[config.mk]
export PLATFORM = sky130hd
export DESIGN_NAME = vga_timing_gen
export DESIGN_NICKNAME = d
export VERILOG_FILES = /design/src/rtl/vga_timing_gen.sv
export SDC_FILE = /design/constraint.sdc
export NUM_CORES = 1
export LEC_CHECK = 0
export ABC_AREA = 1
export CORE_UTILIZATION = 35
export CTS_CLUSTER_SIZE = 16
export DETAILED_ROUTE_END_ITERATION = 12
export DONT_BUFFER_PORTS = 1
export GPL_TIMING_DRIVEN = 1
export SLEW_MARGIN = 20
export SYNTH_ARGS = -nofsm -noshare
export SYNTH_HDL_FRONTEND = slang
export SYNTH_SLANG_ARGS = --single-unit
[constraint.sdc]
create_clock -name clk -period 2 [get_ports clk]
set_input_delay 0.4 -clock clk [delete_from_list [all_inputs] [get_ports clk]]
set_output_delay 0.4 -clock clk [all_outputs]
set_load 0.03 [all_outputs]
[src/rtl/vga_timing_gen.sv]
`default_nettype none
// ============================================================================
//  Module      : vga_timing_gen
//  Description : Parametrised VGA raster timing generator with pixel-tick
//                divider, frame-synchronous enable and an RGB332 output
//                stage aligned to the pixel source's pipeline latency.
//  Revision    : 1.0 - initial release
// ============================================================================
module vga_timing_gen #(
    parameter int unsigned H_ACTIVE = 640,
    parameter int unsigned H_FP     = 16,
    parameter int unsigned H_SYNC   = 96,
    parameter int unsigned H_BP     = 48,
    parameter int unsigned V_ACTIVE = 480,
    parameter int unsigned V_FP     = 10,
    parameter int unsigned V_SYNC   = 2,
    parameter int unsigned V_BP     = 33,
    parameter bit          HS_POL   = 1'b0,
    parameter bit          VS_POL   = 1'b0,
    parameter int unsigned CLK_DIV  = 4,
    parameter int unsigned PIPE     = 2,
    parameter int unsigned CNT_W    = 10,
    parameter int unsigned FC_W     = 8
) (
    input  logic             clk,
    input  logic             rst,
    input  logic             en,
    input  logic [2:0]       r_in,
    input  logic [2:0]       g_in,
    input  logic [1:0]       b_in,
    output logic [CNT_W-1:0] x,
    output logic [CNT_W-1:0] y,
    output logic             req,
    output logic             tick,
    output logic             line_start,
    output logic             frame_start,
    output logic [FC_W-1:0]  frame_cnt,
    output logic [2:0]       r,
    output logic [2:0]       g,
    output logic [1:0]       b,
    output logic             de,
    output logic             hs,
    output logic             vs
);

    localparam int unsigned c_H_TOTAL = H_ACTIVE + H_FP + H_SYNC + H_BP;
    localparam int unsigned c_V_TOTAL = V_ACTIVE + V_FP + V_SYNC + V_BP;
    localparam int unsigned c_DIV_W   = (CLK_DIV > 1) ? $clog2(CLK_DIV) : 1;

    localparam logic [c_DIV_W-1:0] c_DIV_LAST = c_DIV_W'(CLK_DIV - 1);
    localparam logic [CNT_W-1:0]   c_H_LAST   = CNT_W'(c_H_TOTAL - 1);
    localparam logic [CNT_W-1:0]   c_V_LAST   = CNT_W'(c_V_TOTAL - 1);
    localparam logic [CNT_W-1:0]   c_H_ACT    = CNT_W'(H_ACTIVE);
    localparam logic [CNT_W-1:0]   c_V_ACT    = CNT_W'(V_ACTIVE);
    localparam logic [CNT_W-1:0]   c_HS_BEG   = CNT_W'(H_ACTIVE + H_FP);
    localparam logic [CNT_W-1:0]   c_HS_END   = CNT_W'(H_ACTIVE + H_FP + H_SYNC);
    localparam logic [CNT_W-1:0]   c_VS_BEG   = CNT_W'(V_ACTIVE + V_FP);
    localparam logic [CNT_W-1:0]   c_VS_END   = CNT_W'(V_ACTIVE + V_FP + V_SYNC);

    typedef enum logic [1:0] {
        ST_IDLE  = 2'd0,
        ST_RUN   = 2'd1,
        ST_DRAIN = 2'd2
    } state_t;

    state_t             r_state;
    state_t             w_state_nxt;
    logic [c_DIV_W-1:0] r_div_cnt;
    logic               w_tick;
    logic [CNT_W-1:0]   r_h;
    logic [CNT_W-1:0]   r_v;
    logic               w_h_last;
    logic               w_v_last;
    logic               w_frame_end;
    logic               w_counting;
    logic               w_active;
    logic               w_hsync_raw;
    logic               w_vsync_raw;
    logic               w_line_start;
    logic               w_frame_start;
    logic [FC_W-1:0]    r_frame_cnt;
    logic [2:0]         w_raw;
    logic [2:0]         w_last_in;
    logic               r_de;
    logic               r_hsync_d;
    logic               r_vsync_d;
    logic [2:0]         r_r;
    logic [2:0]         r_g;
    logic [1:0]         r_b;

    // Pixel-tick divider, free-running in every state
    always_ff @(posedge clk) begin
        if (rst) begin
            r_div_cnt <= '0;
        end else if (w_tick) begin
            r_div_cnt <= '0;
        end else begin
            r_div_cnt <= r_div_cnt + 1'b1;
        end
    end

    assign w_tick = (r_div_cnt == c_DIV_LAST);

    assign w_h_last    = (r_h == c_H_LAST);
    assign w_v_last    = (r_v == c_V_LAST);
    assign w_frame_end = w_h_last && w_v_last;
    assign w_counting  = (r_state != ST_IDLE);

    always_ff @(posedge clk) begin
        if (rst) begin
            r_state <= ST_IDLE;
        end else begin
            r_state <= w_state_nxt;
        end
    end

    // Enable is honoured only on ticks; a draining frame always runs to its wrap
    always_comb begin
        w_state_nxt = r_state;
        if (w_tick) begin
            case (r_state)
                ST_IDLE: begin
                    if (en) begin
                        w_state_nxt = ST_RUN;
                    end
                end
                ST_RUN: begin
                    if (!en) begin
                        w_state_nxt = ST_DRAIN;
                    end
                end
                ST_DRAIN: begin
                    if (en) begin
                        w_state_nxt = ST_RUN;
                    end else if (w_frame_end) begin
                        w_state_nxt = ST_IDLE;
                    end
                end
                default: begin
                    w_state_nxt = ST_IDLE;
                end
            endcase
        end
    end

    always_ff @(posedge clk) begin
        if (rst) begin
            r_h <= '0;
            r_v <= '0;
        end else if (w_tick) begin
            if (!w_counting) begin
                r_h <= '0;
                r_v <= '0;
            end else if (w_h_last) begin
                r_h <= '0;
                r_v <= w_v_last ? '0 : r_v + 1'b1;
            end else begin
                r_h <= r_h + 1'b1;
            end
        end
    end

    assign w_active    = w_counting && (r_h < c_H_ACT) && (r_v < c_V_ACT);
    assign w_hsync_raw = w_counting && (r_h >= c_HS_BEG) && (r_h < c_HS_END);
    assign w_vsync_raw = w_counting && (r_v >= c_VS_BEG) && (r_v < c_VS_END);

    assign w_line_start  = w_tick && w_counting && (r_h == '0);
    assign w_frame_start = w_line_start && (r_v == '0);

    always_ff @(posedge clk) begin
        if (rst) begin
            r_frame_cnt <= '0;
        end else if (w_frame_start) begin
            r_frame_cnt <= r_frame_cnt + 1'b1;
        end
    end

    // Raw timing enters the delay line at the end of the tick it describes
    assign w_raw = {w_active, w_hsync_raw, w_vsync_raw};

    generate
        if (PIPE == 1) begin : g_pipe_single
            assign w_last_in = w_raw;
        end else begin : g_pipe_multi
            logic [2:0] r_dly [PIPE-1];

            always_ff @(posedge clk) begin
                if (rst) begin
                    for (int i = 0; i < int'(PIPE) - 1; i++) begin
                        r_dly[i] <= '0;
                    end
                end else if (w_tick) begin
                    r_dly[0] <= w_raw;
                    for (int i = 1; i < int'(PIPE) - 1; i++) begin
                        r_dly[i] <= r_dly[i-1];
                    end
                end
            end

            assign w_last_in = r_dly[PIPE-2];
        end
    endgenerate

    // Final stage captures the source colour on the same edge as de
    always_ff @(posedge clk) begin
        if (rst) begin
            r_de      <= 1'b0;
            r_hsync_d <= 1'b0;
            r_vsync_d <= 1'b0;
            r_r       <= '0;
            r_g       <= '0;
            r_b       <= '0;
        end else if (w_tick) begin
            r_de      <= w_last_in[2];
            r_hsync_d <= w_last_in[1];
            r_vsync_d <= w_last_in[0];
            r_r       <= w_last_in[2] ? r_in : 3'd0;
            r_g       <= w_last_in[2] ? g_in : 3'd0;
            r_b       <= w_last_in[2] ? b_in : 2'd0;
        end
    end

    assign x           = r_h;
    assign y           = r_v;
    assign req         = w_active;
    assign tick        = w_tick;
    assign line_start  = w_line_start;
    assign frame_start = w_frame_start;
    assign frame_cnt   = r_frame_cnt;
    assign de          = r_de;
    assign r           = r_r;
    assign g           = r_g;
    assign b           = r_b;
    assign hs          = r_hsync_d ? HS_POL : ~HS_POL;
    assign vs          = r_vsync_d ? VS_POL : ~VS_POL;

endmodule
`default_nettype wire
==> results.ini <==
[grt]
grt_pass1_wl_um=9880
grt_max_degree=18
grt_usage=0.1709
grt_pass1_vias=2109
antenna_found_initial=0
grt-ovfl-total=0

[worst_setup_path]
endpoint_kind=output port
worstPathMaxFanout=6
r2r-start=x[2]
reg2regPathDepth=9
r2r_end=y[0]
rrSetupSlack_ns=0.26
worst_setup_path_start_kind=flop
cp.arrival_ns=1.49
critPathKind=reg -> out
required_ns=1.60

[yosys]
synth_cell_type_count=35
syn_area_per_cell_um2=7.155
ys_seq_area_frac=0.3979
yosys_warnings=0
ys_ff_latch=46
syn_area_um2=2390
syn-instance-count=334
synth.net_count=351

[routing]
firstDrtPassIters=8
ant_nets=0
drt-total-wl_um=5807
drc=3
vias_per_cell=5.014
drt_iter0_drc=99
vias=2201
wl_per_cell_um=13.23

[sta]
relSlewSlack=0.6646
clock.fmax_ghz=0.5301
setup_violations=0
final.setup.worst_slack_ns=0.1135
fin_setup_tns_ns=0
holdWs_ns=0.1416
slew_viol_final=0
hold_viol_final=0
clock_skew_ns=0.007770
tightestPinTransition_ns=0.5023
period_needed_ns=1.886
rsz0062_at_grt=false
period_share=0.9432

[floorplanning]
die-height_um=84.63
design.core.area_um2=6459
num_rows=29
chipWidth_um=84.63
io_pins=54
start_util=0.3700
die-area_um2=7162

[clocking]
cts_buffer_depth=2
clock-sinks=46
cts-buffers-inserted=5
clk_pin_slew_ns=0.10
cts_tree=done
worstSkewPairLatency_ns=0.31
cts-root-buf=clkbuf_8
cts_hold_buffers=0
htree_levels=2

[cells_and_area]
multi_input_area_um2=1217
syn2layout_area_growth_pct=16.13
nNetsFinal=378
n_antenna_cell=0
drive_gt1_frac=0.1768
fillCellCount=697
regArea_um2=959.7
finalInstanceArea_um2=2775
fin_util=0.4297
layout_commonest_cell=nand2_1
final_cell_mix=nand2_1, inv_1, nor2_1

[status]
status=complete, but fails checks
failed_checks=DRC

[worst_hold_path]
min_path_type=in -> reg
hold_path_depth=1
hp-start=rst
holdPathEnd=y[1]

[place]
dp_hpwl_um=4367
pre_cts_ws_ns=0.2668
io_buffers=0
dpl_cell_area_um2=2649
routabilityCongestion=0.8793

[pwr]
leakage_uw=0.001169
ir_drop_v=0.0002933
powerDensity_nw_per_um2=635.8

[run]
cap_violations=0

-- final cells by class --
class / instances / share of cell area
clock buffer: 5 / 0.02480
multi-input combinational: 229 / 0.4387
clock inverter: 3 / 0.009468
tap: 77 / 0.03472
sequential: 46 / 0.3458
timing repair buffer: 28 / 0.07574
inverter: 51 / 0.07078
-- sequential cells by signal (all words and copies together), names as in the netlist --
register	flops
r_state	2
b	2
x	10
y	10
r_div_cnt	2
g	3
de	1
g_pipe_multi.r_dly	3
r	3
frame_cnt	8
r_vsync_d	1
r_hsync_d	1
-- per-stage QoR --
step,total power (uW),cells
6_report,1764,439
5_1_grt,1854,439
4_1_cts,1780,438
3_5_place_dp,1150,430
3_3_place_gp,1148,430
2_1_floorplan,1108,334
-- cells in the mapped netlist --
library cell | count | area (um2)
a22o_1 | 1 | 8.760
o22ai_1 | 5 | 31.28
nand3_2 | 1 | 10.01
ha_1 | 6 | 75.07
nand2_4 | 1 | 11.26
nand4_1 | 13 | 81.33
o21ai_0 | 14 | 70.07
xnor2_1 | 2 | 17.52
nor3_2 | 1 | 10.01
buf_2 | 4 | 20.02
a21boi_0 | 1 | 7.510
nor3_1 | 9 | 45.04
xor2_1 | 7 | 61.31
inv_1 | 48 | 180.2
nor3b_1 | 1 | 7.510
buf_6 | 1 | 11.26
a21oi_2 | 2 | 17.52
nand3_1 | 21 | 105.1
a32o_1 | 8 | 80.08
a21oi_1 | 8 | 40.04
nor2_4 | 1 | 11.26
o21ai_1 | 1 | 5.000
nand2_1 | 66 | 247.7
nor4b_1 | 1 | 8.760
buf_1 | 1 | 3.750
inv_4 | 1 | 6.260
edfxtp_1 | 3 | 90.09
dfxtp_1 | 43 | 860.8
inv_2 | 2 | 7.510
nand2_2 | 2 | 12.51
nor2_2 | 7 | 43.79
nor4_1 | 1 | 6.260
nor2_1 | 48 | 180.2
o211ai_1 | 1 | 7.510
clkbuf_1 | 2 | 7.510
-- report_power, final --
group | switching (uW) | internal [uW]
Sequential | 21.1 | 945
Combinational | 119 | 52.9
Clock | 366 | 260
Total | 506 | 1260
-- worst max-delay path: stages (launching register included) --
cell and delay [ns]:
dfxtp_2 0.36, inv_1 0.06, ha_1 0.19, nand4_1 0.16, nor2_4 0.17, nand2_1 0.12, inv_4 0.12
-- worst max path at each step --
stage	startpoint	end	slack, ns	depth (start not counted)
2_1_floorplan	x[8]	frame_start	0.06	6
3_3_place_gp	x[2]	y[0]	0.27	9
3_5_place_dp	x[2]	y[0]	0.27	9
4_1_cts	y[1]	frame_start	0.04	6
5_1_grt	y[1]	frame_start	0.0004	6
6_report	y[1]	frame_start	0.11	6
-- routing by layer --
layer | vias up | track usage | wire, um
met1 | 1008 | 0.2207 | 2846
li1 | 1142 | - | -
met4 | 0 | 0.05855 | 78
met2 | 42 | 0.2764 | 2600
met5 | - | 0 | 0
met3 | 9 | 0.04523 | 281
-- kinds of logic after synthesis --
logic type | after synthesis | synth area share
fa+ha+maj | 6 | 0.03141
xor+xnor | 9 | 0.03299
simple gates | 173 | 0.3267
buf+inv | 59 | 0.09895
compound gates | 41 | 0.1120
flops | 46 | 0.3979
-- timing repair --
action,CTS,global route
resized for setup,1,11
pin swaps,0,2
endpoints found under the setup margin,1,3
buffers inserted,0,1
(Power assumes the default switching activity.)
==> variant, RTL diff (same flow settings) <==
Change the parameter `FC_W` from 8 to 6.
--- a/src/rtl/vga_timing_gen.sv
+++ b/src/rtl/vga_timing_gen.sv
@@ -20,7 +20,7 @@
     parameter int unsigned CLK_DIV  = 4,
     parameter int unsigned PIPE     = 2,
     parameter int unsigned CNT_W    = 10,
-    parameter int unsigned FC_W     = 8
+    parameter int unsigned FC_W     = 6
 ) (
     input  logic             clk,
     input  logic             rst,
Ports: changed (resized frame_cnt); port bits go from 54 to 52. No check against the original RTL was run, so the function may have changed too.
==> variant against the unedited design <==
Cell area did not move. Wire length increased by 0.74%. Worst setup slack worse by 0.059 ns. Fmax decreased by 3.1%. Power fell by 2.2%. Via count grew 1.8%. Synthesized area shrank 3.1%. Hold slack gained 0.022 ns. Global-route usage is 0.77 points higher. Highest routed layer unchanged. Die area decreased by 3.0%. Clock power increased by 4.3%. Sequential cell count shrank 2. Critical path depth shrank 1.
==> variant: results (changes against the unedited design) <==
arrival_ns: 1.55  # +0.06 ns
num_vias: 2241  # +1.8%
grt_use_total_pct: 17.9  # +0.77 points
grt_pass1_wl_um: 10100  # +2.2%
drive_gt1_share_pct: 16.9  # -0.74 points
worstSetupStartpoint: "x[1]$_SDFFE_PP0P_"
cts_setup_buffers: 1  # +1
ys_seq_area_share_pct: 39.3  # -0.46 points
ys_types: 36  # +2.9%
synth_area_leaders: "dfxtp_1, nand2_1, nor2_1"
drt-pass1-iter-count: 5  # -3
netlist_top_cells_count: "nand2_1, nor2_1, inv_1"
finClkSkew_ns: 0.00650  # -0.00127 ns
fin_cells: 437  # -0.46%
nets: 376  # -0.53%
synth-adder-area-share_pct: 3.24  # +0.10 points
grt_start_max_net_pins: 16  # -2
r2r-start: "r_div_cnt[0]$_SDFF_PP0_"
placedCellCount: 427  # -0.70%
slew_headroom_pct: 71.4  # +4.9 points
synth_compound_gate_area_share_pct: 12.7  # +1.5 points
power.leakage_nw: 1.16  # -0.79%
synth_cells: 326  # -2.4%
drtIter0Drc: 95  # -4.0%
outcome: "finished clean"
dp_hpwl_um: 4450  # +1.8%
pre_cts_slack_ns: 0.269  # +0.00189 ns
path_max_fanout: 3  # -3
drc: 0  # -3
wl_um: 5850  # +0.74%
gp_congestion: 0.892  # +1.4%
[variant: changes by cell type after synthesis, sizes merged, moves of 2 or more]
cell / change
nand4: -3
nor4: +2
dfxtp: -2
xor2: -2
nand3: +5
nor2: -2
buf: -2
inv: -5
[variant: worst max-delay path: stages (launching register included)]
cell,delay [ns]
dfxtp_1,0.33
inv_1,0.07
ha_1,0.16
nand4_1,0.20
nor4_4,0.32
buf_6,0.16
[variant: per-layer routing]
layer  vias up  routed length (um)  GRT usage [%]
li1       1143                   -              -
met1      1024                2710           22.2
met2        68                2700           30.8
met3         6                 381           4.37
met4         0                  51           4.55
met5         -                   0              0
[variant: power breakdown]
| part | total [mW] | leakage, nW | internal, mW | switching, mW |
|---|---|---|---|---|
| logic | 0.153 | 0.739 | 0.0466 | 0.106 |
| registers | 0.921 | 0.364 | 0.902 | 0.0186 |
| clock network | 0.653 | 0.0565 | 0.326 | 0.326 |
[variant: through the flow]
stage	area (sq um)	utilization [%]	setup TNS [ns]
final	2780	43.5	0
after global routing	2780	43.5	-0.105
after CTS	2750	43.0	0
after detailed placement	2620	41.1	0
after global placement	2620	41.1	0
after floorplan	2330	-	0
[variant: path summary, 6_finish.rpt]
kind / cells past startpoint / slack (ns) / end
min reg2reg: 1 / 0.43 / r_div_cnt[0]$_SDFF_PP0_
max: 5 / 0.05 / frame_start
min: 1 / 0.16 / y[8]$_SDFFE_PP0P_
max reg2reg: 6 / 0.33 / g_pipe_multi.r_dly[0][2]$_SDFFCE_PN0P_
[variant: layout make-up]
class	instances	area, sq um
fillers	657	3610
clock inverters	2	17.5
repair buffers	32	244
multi-input cells	229	1230
clock buffers	6	93.8
flip-flops and latches	44	915
inverters	47	179
well taps	77	96.3
